### config.mk
export PLATFORM = sky130hd
export DESIGN_NAME = regfile_wb_arbiter
export DESIGN_NICKNAME = d
export VERILOG_FILES = /design/src/rtl/rf_pkg.sv /design/src/rtl/rf_scoreboard.sv /design/src/rtl/regfile_wb_arbiter.sv
export SDC_FILE = /design/constraint.sdc
export NUM_CORES = 1
export LEC_CHECK = 0
export CAP_MARGIN = 30
export CORE_MARGIN = 1.5
export CORE_UTILIZATION = 25
export DETAILED_ROUTE_END_ITERATION = 16
export PLACE_DENSITY_LB_ADDON = 0.08
export REMOVE_ABC_BUFFERS = 1
export SYNTH_ARGS = -nofsm -noshare
export SYNTH_HDL_FRONTEND = slang
export SYNTH_HIERARCHICAL = 1
export SYNTH_SLANG_ARGS = --single-unit
### constraint.sdc
create_clock -name clk -period 3.2 [get_ports clk]
set_input_delay 0.48 -clock clk [delete_from_list [all_inputs] [get_ports clk]]
set_output_delay 0.48 -clock clk [all_outputs]
set_load 0.02 [all_outputs]
### src/rtl/rf_pkg.sv
// rtl/rf_pkg.sv - shared widths, requester ids and constants for the regfile writeback arbiter
package rf_pkg;

    localparam int DATA_W = 32;
    localparam int ADDR_W = 5;
    localparam int NREGS  = 2 ** ADDR_W;

    localparam logic [ADDR_W-1:0] ZERO_REG = '0;

    typedef enum logic {
        REQ_ALU = 1'b0,
        REQ_LSU = 1'b1
    } reqId_e;

endpackage

### src/rtl/rf_scoreboard.sv
// rtl/rf_scoreboard.sv - pending-write bit vector with read-after-write hazard lookup
module rf_scoreboard
    import rf_pkg::*;
(
    input  logic              clk,
    input  logic              reset,
    input  logic              setEn,
    input  logic [ADDR_W-1:0] setReg,
    input  logic              clrEn,
    input  logic [ADDR_W-1:0] clrReg,
    input  logic [ADDR_W-1:0] chkRegA,
    input  logic [ADDR_W-1:0] chkRegB,
    output logic              hazard,
    output logic [NREGS-1:0]  pending
);

    logic [NREGS-1:0] setMask;
    logic [NREGS-1:0] clrMask;
    logic [NREGS-1:0] pendingNext;

    // A reservation landing on the same edge as a retiring write is a newer
    // producer, so the set is applied after the clear.
    always_comb begin
        setMask = '0;
        clrMask = '0;
        if (setEn) setMask[setReg] = 1'b1;
        if (clrEn) clrMask[clrReg] = 1'b1;
        pendingNext           = (pending & ~clrMask) | setMask;
        pendingNext[ZERO_REG] = 1'b0;
    end

    always_ff @(posedge clk or negedge reset) begin
        if (!reset) begin
            pending <= '0;
        end else begin
            pending <= pendingNext;
        end
    end

    assign hazard = pending[chkRegA] | pending[chkRegB];

endmodule

### src/rtl/regfile_wb_arbiter.sv
// rtl/regfile_wb_arbiter.sv - round-robin arbiter sharing the regfile write port between ALU and LSU
module regfile_wb_arbiter
    import rf_pkg::*;
#(
    parameter int CNT_W = 16
) (
    input  logic              clk,
    input  logic              reset,
    input  logic              req0_valid,
    output logic              req0_ready,
    input  logic [ADDR_W-1:0] req0_reg,
    input  logic [DATA_W-1:0] req0_data,
    input  logic              req1_valid,
    output logic              req1_ready,
    input  logic [ADDR_W-1:0] req1_reg,
    input  logic [DATA_W-1:0] req1_data,
    output logic              rf_we,
    output logic [ADDR_W-1:0] rf_waddr,
    output logic [DATA_W-1:0] rf_wdata,
    input  logic              rsv_valid,
    input  logic [ADDR_W-1:0] rsv_reg,
    input  logic [ADDR_W-1:0] chk_reg_a,
    input  logic [ADDR_W-1:0] chk_reg_b,
    output logic              hazard,
    output logic [NREGS-1:0]  pending,
    output logic [CNT_W-1:0]  conflict_cnt
);

    reqId_e            lastGrant;
    logic              grant0;
    logic              grant1;
    logic              anyGrant;
    logic              bothValid;
    logic [ADDR_W-1:0] winReg;
    logic [DATA_W-1:0] winData;
    logic [CNT_W-1:0]  conflictCnt;

    always_comb begin
        bothValid = req0_valid & req1_valid;
        grant0    = req0_valid & (!req1_valid || lastGrant == REQ_LSU);
        grant1    = req1_valid & (!req0_valid || lastGrant == REQ_ALU);
        anyGrant  = grant0 | grant1;
        winReg    = grant1 ? req1_reg  : req0_reg;
        winData   = grant1 ? req1_data : req0_data;
    end

    assign req0_ready   = grant0;
    assign req1_ready   = grant1;
    assign conflict_cnt = conflictCnt;

    // Writes to register 0 still win arbitration and advance the round-robin
    // pointer; they just never raise the write enable.
    always_ff @(posedge clk or negedge reset) begin
        if (!reset) begin
            lastGrant   <= REQ_LSU;
            rf_we       <= 1'b0;
            rf_waddr    <= '0;
            rf_wdata    <= '0;
            conflictCnt <= '0;
        end else begin
            rf_we <= anyGrant && (winReg != ZERO_REG);
            if (anyGrant) begin
                lastGrant <= grant1 ? REQ_LSU : REQ_ALU;
                rf_waddr  <= winReg;
                rf_wdata  <= winData;
            end
            if (bothValid && (conflictCnt != '1)) begin
                conflictCnt <= conflictCnt + CNT_W'(1);
            end
        end
    end

    rf_scoreboard uScoreboard (
        .clk     (clk),
        .reset   (reset),
        .setEn   (rsv_valid),
        .setReg  (rsv_reg),
        .clrEn   (anyGrant),
        .clrReg  (winReg),
        .chkRegA (chk_reg_a),
        .chkRegB (chk_reg_b),
        .hazard  (hazard),
        .pending (pending)
    );

endmodule
==> impl_metrics.py <==
metrics = {
    "detailed_routing": {
        "ant_nets": 0,
        "post_drt_wl_per_cell_um": 18.0,
        "drtPass1Iterations": 5,
        "wl_um": 16500,
        "vias": 4559,
        "vias_per_cell": 4.96,
        "drtIter0Drc": 258,
        "drcViolationCount": 0,
    },
    "floorplanning": {
        "die_h_um": 141,
        "pin_count": 183,
        "die_area_sq_um": 19900,
        "start_util_pct": 25.5,
        "rows": 50,
        "core_sq_um": 18700,
        "chipWidth_um": 141,
    },
    "final_layout": {
        "fin_nets": 775,
        "most-common-layout-cells": "clkdlybuf4s50_1 (178), dfrtp_1 (85), o21ai_0 (64), nor2_1 (53), inv_1 (41)",
        "fin_area_sq_um": 7170,
        "instances_no_fill": 920,
        "mostFrequentLayoutCell": "clkdlybuf4s50_1",
        "area_growth_pct": 50.4,
        "nFillCells": 1844,
        "drive_above_1_share_pct": 8.76,
    },
    "clock_tree": {
        "htree_levels": 3,
        "max-clock-path-buffers": 2,
        "clock-root-buffer": "clkbuf_16",
        "cts_sinks": 86,
        "cts.clk_slew.worst_paths_ps": 70,
        "insertion_delay_ps": 340,
        "cts_tree": "built",
        "cts_buffers": 9,
    },
    "worst_setup_path": {
        "critPathRequiredTime_ps": 2720,
        "startpoint_type": "input pin",
        "path_max_fanout": 4,
        "crit_type": "input pin to primary output",
        "end_kind": "primary output",
        "crit_arrival_ps": 2520,
    },
    "status": {
        "status": "finished clean",
    },
    "synthesis": {
        "syn_avg_cell_area_sq_um": 9.48,
        "synth_seq_cells": 86,
        "yosysTopAreaCellShare_pct": 44.6,
        "async_flop_share_pct": 100,
        "ys_seq_area_share_pct": 45.2,
        "synth_area_sq_um": 4770,
        "synth_edf_count": 0,
        "yosys_warnings": 6,
        "synth_cell_types": 46,
        "yosysTopAreaCell": "dfrtp_1",
        "synth_cells": 503,
        "synthTopCellsByArea": "dfrtp_1 (45%), o21ai_0 (6.7%), a31oi_1 (4.5%), o22ai_1 (4.2%), nor2_1 (4.2%)",
        "synth_top_flop_cell": "dfrtp_1",
    },
    "timing": {
        "hold_viol": 0,
        "fin_tns_setup_ps": 0,
        "max_freq_ghz": 0.333,
        "finalClockSkew_ps": 6.79,
        "post-route-period-util_pct": 93.8,
        "period_needed_ps": 3000,
        "setup_viol": 0,
        "holdWs_ps": 53.2,
        "grt_setup_unrepaired": "false",
        "worst_pin_slew_ps": 914,
        "relSlewSlack_pct": 39.0,
        "slew_violations": 0,
    },
    "hold_path": {
        "hold_class": "input pin to async pin",
    },
    "global_route": {
        "antenna_found_initial": 1,
        "grt_usage_pct": 16.9,
        "globalRouteOverflowTotal": 0,
        "grt_pass1_vias": 4750,
        "grt_max_degree": 97,
        "grt_pass1_wl_um": 26400,
    },
    "power": {
        "p_leak_uw": 0.00291,
        "power.total_uw": 4320,
        "ir_worst_vdd_uv": 390,
        "p_per_area_nw_per_um2": 602,
    },
    "placement": {
        "dpl_cell_area_sq_um": 6830,
        "dp_hpwl_um": 12000,
        "dp.cells": 903,
        "finalWeightedCongestion": 0.777,
        "io_buffers": 181,
    },
    "job": {
        "max_cap_viol_count": 0,
    },
}
==> power by group <==
part           switching (uW)  internal [uW]  leakage [uW]
logic                     758            771       0.00172
registers                 284           1310       0.00102
clock network             444            748      0.000166
==> through the flow <==
stage               setup WS (ps)  util (%)
floorplan                     990         -
global placement            -23.8      36.4
detailed placement          -36.7      36.5
CTS                           170      38.3
global route                 67.6      38.3
finish                        200      38.3
==> timing repair <==
action,in CTS,in global routing
buffers inserted,0,0
resized for setup,1,0
hold buffers,0,0
setup endpoints to repair,1,0
==> cell usage after synthesis (2+ instances only) <==
| library cell | instances |
|---|---|
| nor2_1 | 53 |
| o21ai_0 | 64 |
| nor3_1 | 9 |
| mux4_1 | 6 |
| buf_2 | 3 |
| clkbuf_1 | 16 |
| mux2i_1 | 8 |
| buf_1 | 4 |
| or3_1 | 3 |
| dfrtp_1 | 85 |
| nand2b_1 | 2 |
| nand4_4 | 2 |
| nand3b_1 | 11 |
| nand2_1 | 11 |
| nor4_2 | 3 |
| nand4_1 | 2 |
| nor4_1 | 2 |
| a21oi_1 | 39 |
| buf_6 | 4 |
| nand3_1 | 16 |
| xor2_1 | 10 |
| a31oi_1 | 34 |
| mux4_2 | 7 |
| inv_1 | 41 |
| o22ai_1 | 32 |
| o211ai_1 | 5 |
| xnor2_1 | 3 |
| mux2_2 | 7 |
| or3b_2 | 4 |
==> critical path, cell delays in order <==
cell             delay, ps
clkdlybuf4s50_1        580
buf_4                  170
mux4_1                 530
o211ai_1               200
o31a_1                 140
o211ai_1                90
dlygate4sd2_1          330
==> logic make-up after synthesis <==
family                     after synthesis  share of synthesized area [%]
xor gates and xnor gates                13                           2.39
DFF                                     86                           45.2
AOI/OAI and AO/OA                      177                           20.9
buffers and inverters                   71                           6.59
and+or+nand+nor                        125                           14.4
muxes                                   29                           10.3
adders and majority gates                1                          0.262
other                                    1                         0.0786
==> sequential cells by signal, indices dropped and copies added, names as in the netlist <==
| register | count |
|---|---|
| uScoreboard/pending | 31 |
| rf_wdata | 32 |
| rf_we | 1 |
| conflict_cnt | 16 |
| lastGrant | 1 |
| rf_waddr | 5 |
==> final timing paths <==
kind / startpoint / to / slack, ps / cells past startpoint
worst max register to register: lastGrant / uScoreboard/pending[8] / 840 / 6
worst min-delay path: reset / rf_wdata[7] / 50 / 1
worst max-delay path: chk_reg_b[0] / hazard / 200 / 7
max in group asynchronous: reset / rf_wdata[3] / 2340 / 2
worst min register to register: rf_waddr[2] / rf_waddr[2] / 530 / 2
min in group clk: req1_valid / lastGrant / 480 / 3
==> per-layer routing <==
metal | up-vias | GRT usage [%] | wire length, um
li1 | 2190 | - | -
met4 | 0 | 7.29 | 427
met1 | 2208 | 22.4 | 7550
met2 | 134 | 27.3 | 7810
met3 | 27 | 2.82 | 728
met5 | - | 0 | 0
==> layout make-up <==
class	instances	area [sq um]	area share, %
timing repair buffer	195	1930	26.9
antenna	1	2.50	0.0349
tap	234	293	4.08
sequential	86	2150	30.0
multi-input combinational	346	2300	32.1
clock inverter	3	65.1	0.907
clock buffer	13	270	3.77
inverter	42	158	2.20
Note: power is estimated with default switching activity, not from simulation.
